## src/rtl/trigger_ctrl_pkg.sv

```systemverilog
// Shared definitions for the trigger run controller: FSM state encoding and data widths.
package trigger_ctrl_pkg;

  localparam int unsigned TRIGGER_COUNT_WIDTH  = 32;
  localparam int unsigned SAMPLE_WIDTH         = 16;
  localparam int unsigned ADC_RESOLUTION_WIDTH = 12;

  // Codes are visible on the STATE output, so the values are fixed.
  typedef enum logic [2:0] {
    StIdle    = 3'd0,
    StApply   = 3'd1,
    StSettle  = 3'd2,
    StRunning = 3'd3,
    StDrain   = 3'd4
  } run_state_e;

endpackage

```

## src/rtl/trigger_edge_counter.sv

```systemverilog
// Saturating counter of trigger rising edges, gated by an enable and cleared synchronously.
module trigger_edge_counter
  import trigger_ctrl_pkg::*;
#(
  parameter int unsigned COUNT_WIDTH = TRIGGER_COUNT_WIDTH
) (
  input  logic                   clk,
  input  logic                   rst,
  input  logic                   clear,
  input  logic                   enable,
  input  logic                   trigger,
  output logic [COUNT_WIDTH-1:0] count
);

  logic                   trigger_q;
  logic [COUNT_WIDTH-1:0] count_q, count_d;

  always_comb begin
    count_d = count_q;
    if (clear) begin
      count_d = '0;
    end else if (enable && trigger && !trigger_q && !(&count_q)) begin
      count_d = count_q + COUNT_WIDTH'(1);
    end
  end

  // The previous trigger level is tracked in every state so an edge straddling
  // entry into RUNNING is judged against the real prior level.
  always_ff @(posedge clk) begin
    if (rst) begin
      trigger_q <= 1'b0;
      count_q   <= '0;
    end else begin
      trigger_q <= trigger;
      count_q   <= count_d;
    end
  end

  assign count = count_q;

endmodule

```

## src/rtl/trigger_run_controller.sv

```systemverilog
// Run-control FSM: shadow/active trigger configuration, settle window after each apply,
// backpressure-driven trigger inhibit and per-run trigger counting.
module trigger_run_controller
  import trigger_ctrl_pkg::*;
#(
  parameter int unsigned MAX_PRE_ACQUISITION_LENGTH  = 2,
  parameter int unsigned MAX_POST_ACQUISITION_LENGTH = 2
) (
  input  logic                                           ACLK,
  input  logic                                           ARESET,
  input  logic                                           RUN_START,
  input  logic                                           RUN_STOP,
  input  logic                                           CFG_WRITE,
  input  logic signed [SAMPLE_WIDTH-1:0]                 CFG_RISING_EDGE_THRESHOLD,
  input  logic signed [SAMPLE_WIDTH-1:0]                 CFG_FALLING_EDGE_THRESHOLD,
  input  logic [$clog2(MAX_PRE_ACQUISITION_LENGTH):0]    CFG_PRE_ACQUISITION_LENGTH,
  input  logic [$clog2(MAX_POST_ACQUISITION_LENGTH):0]   CFG_POST_ACQUISITION_LENGTH,
  input  logic signed [ADC_RESOLUTION_WIDTH-1:0]         CFG_MODE_SWITCH_UPPER_THRESOLD,
  input  logic signed [ADC_RESOLUTION_WIDTH-1:0]         CFG_MODE_SWITCH_LOWER_THRESOLD,
  input  logic                                           TRIGGER,
  input  logic                                           FIFO_ALMOST_FULL,
  output logic signed [SAMPLE_WIDTH-1:0]                 RISING_EDGE_THRESHOLD,
  output logic signed [SAMPLE_WIDTH-1:0]                 FALLING_EDGE_THRESHOLD,
  output logic [$clog2(MAX_PRE_ACQUISITION_LENGTH):0]    PRE_ACQUISITION_LENGTH,
  output logic [$clog2(MAX_POST_ACQUISITION_LENGTH):0]   POST_ACQUISITION_LENGTH,
  output logic signed [ADC_RESOLUTION_WIDTH-1:0]         MODE_SWITCH_UPPER_THRESOLD,
  output logic signed [ADC_RESOLUTION_WIDTH-1:0]         MODE_SWITCH_LOWER_THRESOLD,
  output logic                                           SET_CONFIG,
  output logic                                           STOP,
  output logic [2:0]                                     STATE,
  output logic [TRIGGER_COUNT_WIDTH-1:0]                 TRIGGER_COUNT,
  output logic                                           CFG_PENDING,
  output logic                                           CFG_ERROR
);

  localparam int unsigned PRE_WIDTH    = $clog2(MAX_PRE_ACQUISITION_LENGTH) + 1;
  localparam int unsigned POST_WIDTH   = $clog2(MAX_POST_ACQUISITION_LENGTH) + 1;
  localparam int unsigned SETTLE_WIDTH =
      $clog2(MAX_PRE_ACQUISITION_LENGTH + MAX_POST_ACQUISITION_LENGTH + 2) + 1;

  localparam logic [PRE_WIDTH-1:0]  MAX_PRE  = PRE_WIDTH'(MAX_PRE_ACQUISITION_LENGTH);
  localparam logic [POST_WIDTH-1:0] MAX_POST = POST_WIDTH'(MAX_POST_ACQUISITION_LENGTH);

  typedef struct packed {
    logic signed [SAMPLE_WIDTH-1:0]         rising;
    logic signed [SAMPLE_WIDTH-1:0]         falling;
    logic [PRE_WIDTH-1:0]                   pre;
    logic [POST_WIDTH-1:0]                  post;
    logic signed [ADC_RESOLUTION_WIDTH-1:0] upper;
    logic signed [ADC_RESOLUTION_WIDTH-1:0] lower;
  } cfg_t;

  run_state_e              state_q, state_d;
  cfg_t                    shadow_q, active_q, cfg_in;
  logic [SETTLE_WIDTH-1:0] settle_q, settle_d;
  logic                    pending_q, pending_d;
  logic                    error_q, error_d;
  logic                    stop_q, stop_d;
  logic                    set_config_q, set_config_d;
  logic                    cfg_accept;
  logic                    count_clear;
  logic                    count_enable;

  assign cfg_in = '{
    rising:  CFG_RISING_EDGE_THRESHOLD,
    falling: CFG_FALLING_EDGE_THRESHOLD,
    pre:     CFG_PRE_ACQUISITION_LENGTH,
    post:    CFG_POST_ACQUISITION_LENGTH,
    upper:   CFG_MODE_SWITCH_UPPER_THRESOLD,
    lower:   CFG_MODE_SWITCH_LOWER_THRESOLD
  };

  assign cfg_accept = CFG_WRITE && (CFG_PRE_ACQUISITION_LENGTH <= MAX_PRE) &&
                      (CFG_POST_ACQUISITION_LENGTH <= MAX_POST);

  always_comb begin
    state_d  = state_q;
    settle_d = settle_q;
    unique case (state_q)
      StIdle: begin
        if (RUN_START) state_d = StApply;
      end
      StApply: begin
        // Active lengths already hold the freshly applied values here.
        state_d  = StSettle;
        settle_d = SETTLE_WIDTH'(active_q.pre) + SETTLE_WIDTH'(active_q.post) +
                   SETTLE_WIDTH'(1);
      end
      StSettle: begin
        if (settle_q == '0) begin
          state_d = StRunning;
        end else begin
          settle_d = settle_q - SETTLE_WIDTH'(1);
        end
      end
      StRunning: begin
        if (RUN_STOP) begin
          state_d = StDrain;
        end else if (pending_q && !TRIGGER) begin
          state_d = StApply;
        end
      end
      StDrain: begin
        if (!TRIGGER) state_d = StIdle;
      end
      default: state_d = StIdle;
    endcase
  end

  // Registered outputs are computed from the next state so they line up with STATE.
  always_comb begin
    set_config_d = (state_d == StApply);
    stop_d       = (state_d == StRunning) ? FIFO_ALMOST_FULL : 1'b1;
    pending_d    = pending_q;
    error_d      = error_q;
    if (cfg_accept) begin
      pending_d = 1'b1;
      error_d   = 1'b0;
    end else begin
      if (set_config_d) pending_d = 1'b0;
      if (CFG_WRITE)    error_d   = 1'b1;
    end
  end

  always_ff @(posedge ACLK) begin
    if (ARESET) begin
      state_q      <= StIdle;
      settle_q     <= '0;
      shadow_q     <= '0;
      active_q     <= '0;
      pending_q    <= 1'b0;
      error_q      <= 1'b0;
      stop_q       <= 1'b1;
      set_config_q <= 1'b0;
    end else begin
      state_q      <= state_d;
      settle_q     <= settle_d;
      pending_q    <= pending_d;
      error_q      <= error_d;
      stop_q       <= stop_d;
      set_config_q <= set_config_d;
      if (set_config_d) active_q <= shadow_q;
      if (cfg_accept)   shadow_q <= cfg_in;
    end
  end

  assign count_clear  = (state_q == StIdle) && RUN_START;
  assign count_enable = (state_q == StRunning);

  trigger_edge_counter #(
    .COUNT_WIDTH(TRIGGER_COUNT_WIDTH)
  ) u_edge_counter (
    .clk    (ACLK),
    .rst    (ARESET),
    .clear  (count_clear),
    .enable (count_enable),
    .trigger(TRIGGER),
    .count  (TRIGGER_COUNT)
  );

  assign RISING_EDGE_THRESHOLD      = active_q.rising;
  assign FALLING_EDGE_THRESHOLD     = active_q.falling;
  assign PRE_ACQUISITION_LENGTH     = active_q.pre;
  assign POST_ACQUISITION_LENGTH    = active_q.post;
  assign MODE_SWITCH_UPPER_THRESOLD = active_q.upper;
  assign MODE_SWITCH_LOWER_THRESOLD = active_q.lower;
  assign SET_CONFIG                 = set_config_q;
  assign STOP                       = stop_q;
  assign STATE                      = state_q;
  assign CFG_PENDING                = pending_q;
  assign CFG_ERROR                  = error_q;

endmodule

```

## config.mk

```make
export PLATFORM = sky130hd
export DESIGN_NAME = trigger_run_controller
export DESIGN_NICKNAME = d
export VERILOG_FILES = /design/src/rtl/trigger_ctrl_pkg.sv /design/src/rtl/trigger_edge_counter.sv /design/src/rtl/trigger_run_controller.sv
export SDC_FILE = /design/constraint.sdc
export NUM_CORES = 1
export LEC_CHECK = 0
export ABC_AREA = 0
export BUFFER_PORTS_ARGS = -buffer_cell sky130_fd_sc_hd__buf_2
export CELL_PAD_IN_SITES_DETAIL_PLACEMENT = 2
export CELL_PAD_IN_SITES_GLOBAL_PLACEMENT = 2
export CORE_MARGIN = 8
export CORE_UTILIZATION = 32
export CTS_CLUSTER_DIAMETER = 120
export CTS_CLUSTER_SIZE = 25
export DETAILED_ROUTE_END_ITERATION = 8
export PLACE_DENSITY = 0.86
export SYNTH_ARGS = -nofsm -noshare
export SYNTH_HDL_FRONTEND = slang
export SYNTH_HIERARCHICAL = 1
export SYNTH_SLANG_ARGS = --single-unit
export TNS_END_PERCENT = 20
```

## constraint.sdc

```tcl
create_clock -name ACLK -period 3.5 [get_ports ACLK]
set_clock_uncertainty 0.1 [all_clocks]
set_input_delay 0.525 -clock ACLK [delete_from_list [all_inputs] [get_ports ACLK]]
set_output_delay 0.525 -clock ACLK [all_outputs]
set_load 0.03 [all_outputs]
```

==> flow_summary.yaml <==
synth:
  synthArstFlopShare: 0
  synthesis.nets: 877
  yosysTopAreaCellShare: 0.451
  seq_area_frac_synth: 0.451
  yosys.area.top_type: "dfxtp_1"
  synth-edff-count: 0
  syn-mean-instance-area_um2: 9.03
  yosys_warnings: 6
  syn_inst: 806
  synth_area_um2: 7280
  synth.distinct_cells: 64
  synth_area_leaders: "dfxtp_1 45%, nand2b_1 10%, mux2i_1 9.4%"
  synthFlopType: "dfxtp_1"
  ys_seq_elements: 164
sta:
  maxSlewHeadroom: 0.564
  fmax_mhz: 344
  slew_violations: 0
  period_needed_ns: 2.91
  fin_crit_sh: 0.831
  setup_tns_ns: 0
  hold_viol_final: 0
  worst_slew_pin_slew_ns: 0.654
  finalSetupViolCount: 0
  rsz0062_at_grt: "false"
global_route:
  grt_antenna_before_repair: 0
  grt_pass1_wl_um: 36400
  grt_max_degree: 129
  grt_usage: 0.161
  overflow: 0
  grt_pass1_vias: 6876
pwr:
  p_per_area_nw_per_um2: 520
  fin_total_pwr_mw: 4.60
  p_switching_mw: 1.42
  seqPwrFrac: 0.436
  power_frac_clock: 0.425
  p_comb_frac: 0.140
  ir_drop_mv: 0.286
  p_sw_frac: 0.308
  total_leakage_power_nw: 3.50
  internal-power_mw: 3.18
place:
  place_area_um2: 8220
  dp.cells: 1210
  io_buffers: 165
  gp_congestion: 0.762
  dp_hpwl_um: 15600
clock_tree:
  ctsHoldBuffers: 0
  htreeDepth: 4
  cts_max_path_buffers: 2
  clock_sinks: 164
  postCtsSetupRepairBufs: 0
  cts.repair.resized: 0
  cts_buffers: 17
  root_buffer: "clkbuf_16"
  cts_tree: "built"
  clk_latency_ns: 0.43
  clkTransAtPathRegs_ns: 0.09
routing:
  wire_per_inst_um: 18.2
  via_per_inst: 5.02
  ant_nets: 0
  wl_um: 22700
  drt-initial-drc-count: 208
  routed.top_layer: "met4"
  dr.pass1.iters: 4
  wl_met3_um: 799
  vias: 6237
  wl_met1_um: 9680
  dr_wl_met2_um: 11800
  drcViolationCount: 0
worst_hold_path:
  min_from: "CFG_MODE_SWITCH_UPPER_THRESOLD[6]"
  hp-class: "in2reg"
critical_path:
  critPathLaunch: "STATE[1]$_SDFF_PP0_"
  crit_fanout: 14
  critPathArrivalTime_ns: 3.16
  critPathKind: "reg2reg"
  r2r-start: "STATE[1]$_SDFF_PP0_"
  critPathRequiredTime_ns: 3.75
  startpoint_type: "flip-flop"
  crit_path_end_kind: "flip-flop"
final_layout:
  drive_gt1_frac: 0.236
  fin_area_um2: 8840
  instances_no_fill: 1242
  antenna_cells: 0
  nets: 1015
  syn_to_final_growth_pct: 21.6
  final_util: 0.393
floorplan:
  start_util: 0.323
  dieArea_um2: 27800
  coreArea_um2: 22500
  pin_count: 166
  fp.dieW_um: 167
  rows: 55
  die_y_um: 167
run:
  maxCapViolCount: 0
outcome:
  status: "complete, no violations"
==> final cells by class <==
| class | instances | area [um2] |
|---|---|---|
| Clock inverter | 15 | 204 |
| Clock buffer | 17 | 425 |
| Sequential cell | 164 | 3280 |
| Inverter | 12 | 45.0 |
| Tap cell | 285 | 357 |
| Fill cell | 2508 | 13700 |
| Multi-Input combinational cell | 578 | 3620 |
| Timing Repair Buffer | 171 | 911 |
==> state kept, by name (all words and copies together) (netlist names) <==
register and flops:
SET_CONFIG 1, RISING_EDGE_THRESHOLD 16, POST_ACQUISITION_LENGTH 2, settle_q 4
CFG_PENDING 1, STOP 1, PRE_ACQUISITION_LENGTH 2, u_edge_counter/count 32
FALLING_EDGE_THRESHOLD 16, shadow_q 60, MODE_SWITCH_UPPER_THRESOLD 12, STATE 3
CFG_ERROR 1, u_edge_counter/trigger_q 1, MODE_SWITCH_LOWER_THRESOLD 12
==> worst max-delay path, cell delays in order, from the launching register on <==
cell	delay, ns
dfxtp_1	0.61
inv_1	0.11
nor3b_1	0.37
and3b_1	0.30
nand3_1	0.18
a211o_1	0.38
or4_2	0.63
a21oi_1	0.16
==> through the flow <==
step | hold WS (ns) | worst slack [ns]
6_report | 0.214 | 0.593
5_1_grt | 0.212 | 0.448
4_1_cts | 0.194 | 0.595
3_5_place_dp | 0.351 | 0.622
3_3_place_gp | 0.343 | 0.751
2_1_floorplan | 0.337 | 0.863
==> cells by family after synthesis <==
logic type | Yosys count | synth area share
flops | 164 | 0.451
fa+ha+maj | 4 | 0.00791
simple gates | 376 | 0.284
mux | 68 | 0.0936
compound gates | 119 | 0.0975
xor+xnor | 11 | 0.0132
buf+inv | 64 | 0.0530
==> cell usage after synthesis, types with 3 or more instances <==
library cell  number
dfxtp_1          164
nand2_1          134
nand2b_1         122
a21oi_1           83
mux2i_1           68
clkbuf_1          35
nor2_1            27
nand4_1           14
inv_1             12
or3_1             12
nand3_1           11
xnor2_1            9
o21ai_0            8
and4_1             7
nor3_1             7
o31ai_1            7
buf_12             6
or4_1              6
buf_6              5
a211oi_1           4
and3_1             4
nor4_1             4
buf_2              3
ha_1               3
nor3b_1            3
==> worst paths after layout <==
check / to / slack (ns) / cells past startpoint
max: u_edge_counter/count[28]$_SDFFE_PP0P_ / 0.59 / 7
min: shadow_q[18]$_SDFFE_PP0P_ / 0.21 / 3
max reg2reg: u_edge_counter/count[28]$_SDFFE_PP0P_ / 0.59 / 7
min reg2reg: shadow_q[44]$_SDFFE_PP0P_ / 0.36 / 2
==> layer usage <==
layer  track usage  up-vias
li1              -     3014
met3        0.0362       21
met2         0.295      104
met4        0.0529        0
met1         0.181     3098
met5             0        -
==> power groups by stage <==
| stage | Combinational (mW) | Clock (mW) | Sequential (mW) |
|---|---|---|---|
| floorplan | 0.472 | 0 | 2.09 |
| global placement | 0.637 | 0 | 2.04 |
| detailed placement | 0.654 | 0 | 2.05 |
| CTS | 0.657 | 2.02 | 2.00 |
| global route | 0.696 | 2.09 | 2.01 |
| finish | 0.642 | 1.95 | 2.00 |
==> layout by cell type (no fill, tap or decap), types with 3 or more instances in the layout <==
cell type,n
nor3b_1,3
ha_1,3
o21ai_0,8
clkinv_8,7
and4_1,7
nand3_1,11
inv_1,12
buf_12,3
dfxtp_1,164
a21oi_1,82
nand2_1,134
nor4_1,4
a211oi_1,4
or3_1,12
xnor2_1,9
nor3_1,7
nand4_1,14
buf_4,4
or4_1,6
buf_2,164
clkinv_4,3
clkbuf_16,17
mux2i_1,68
and3_1,4
nor2_1,27
o31ai_1,7
nand2b_1,122
No activity file was read; power rests on OpenSTA's default activity.
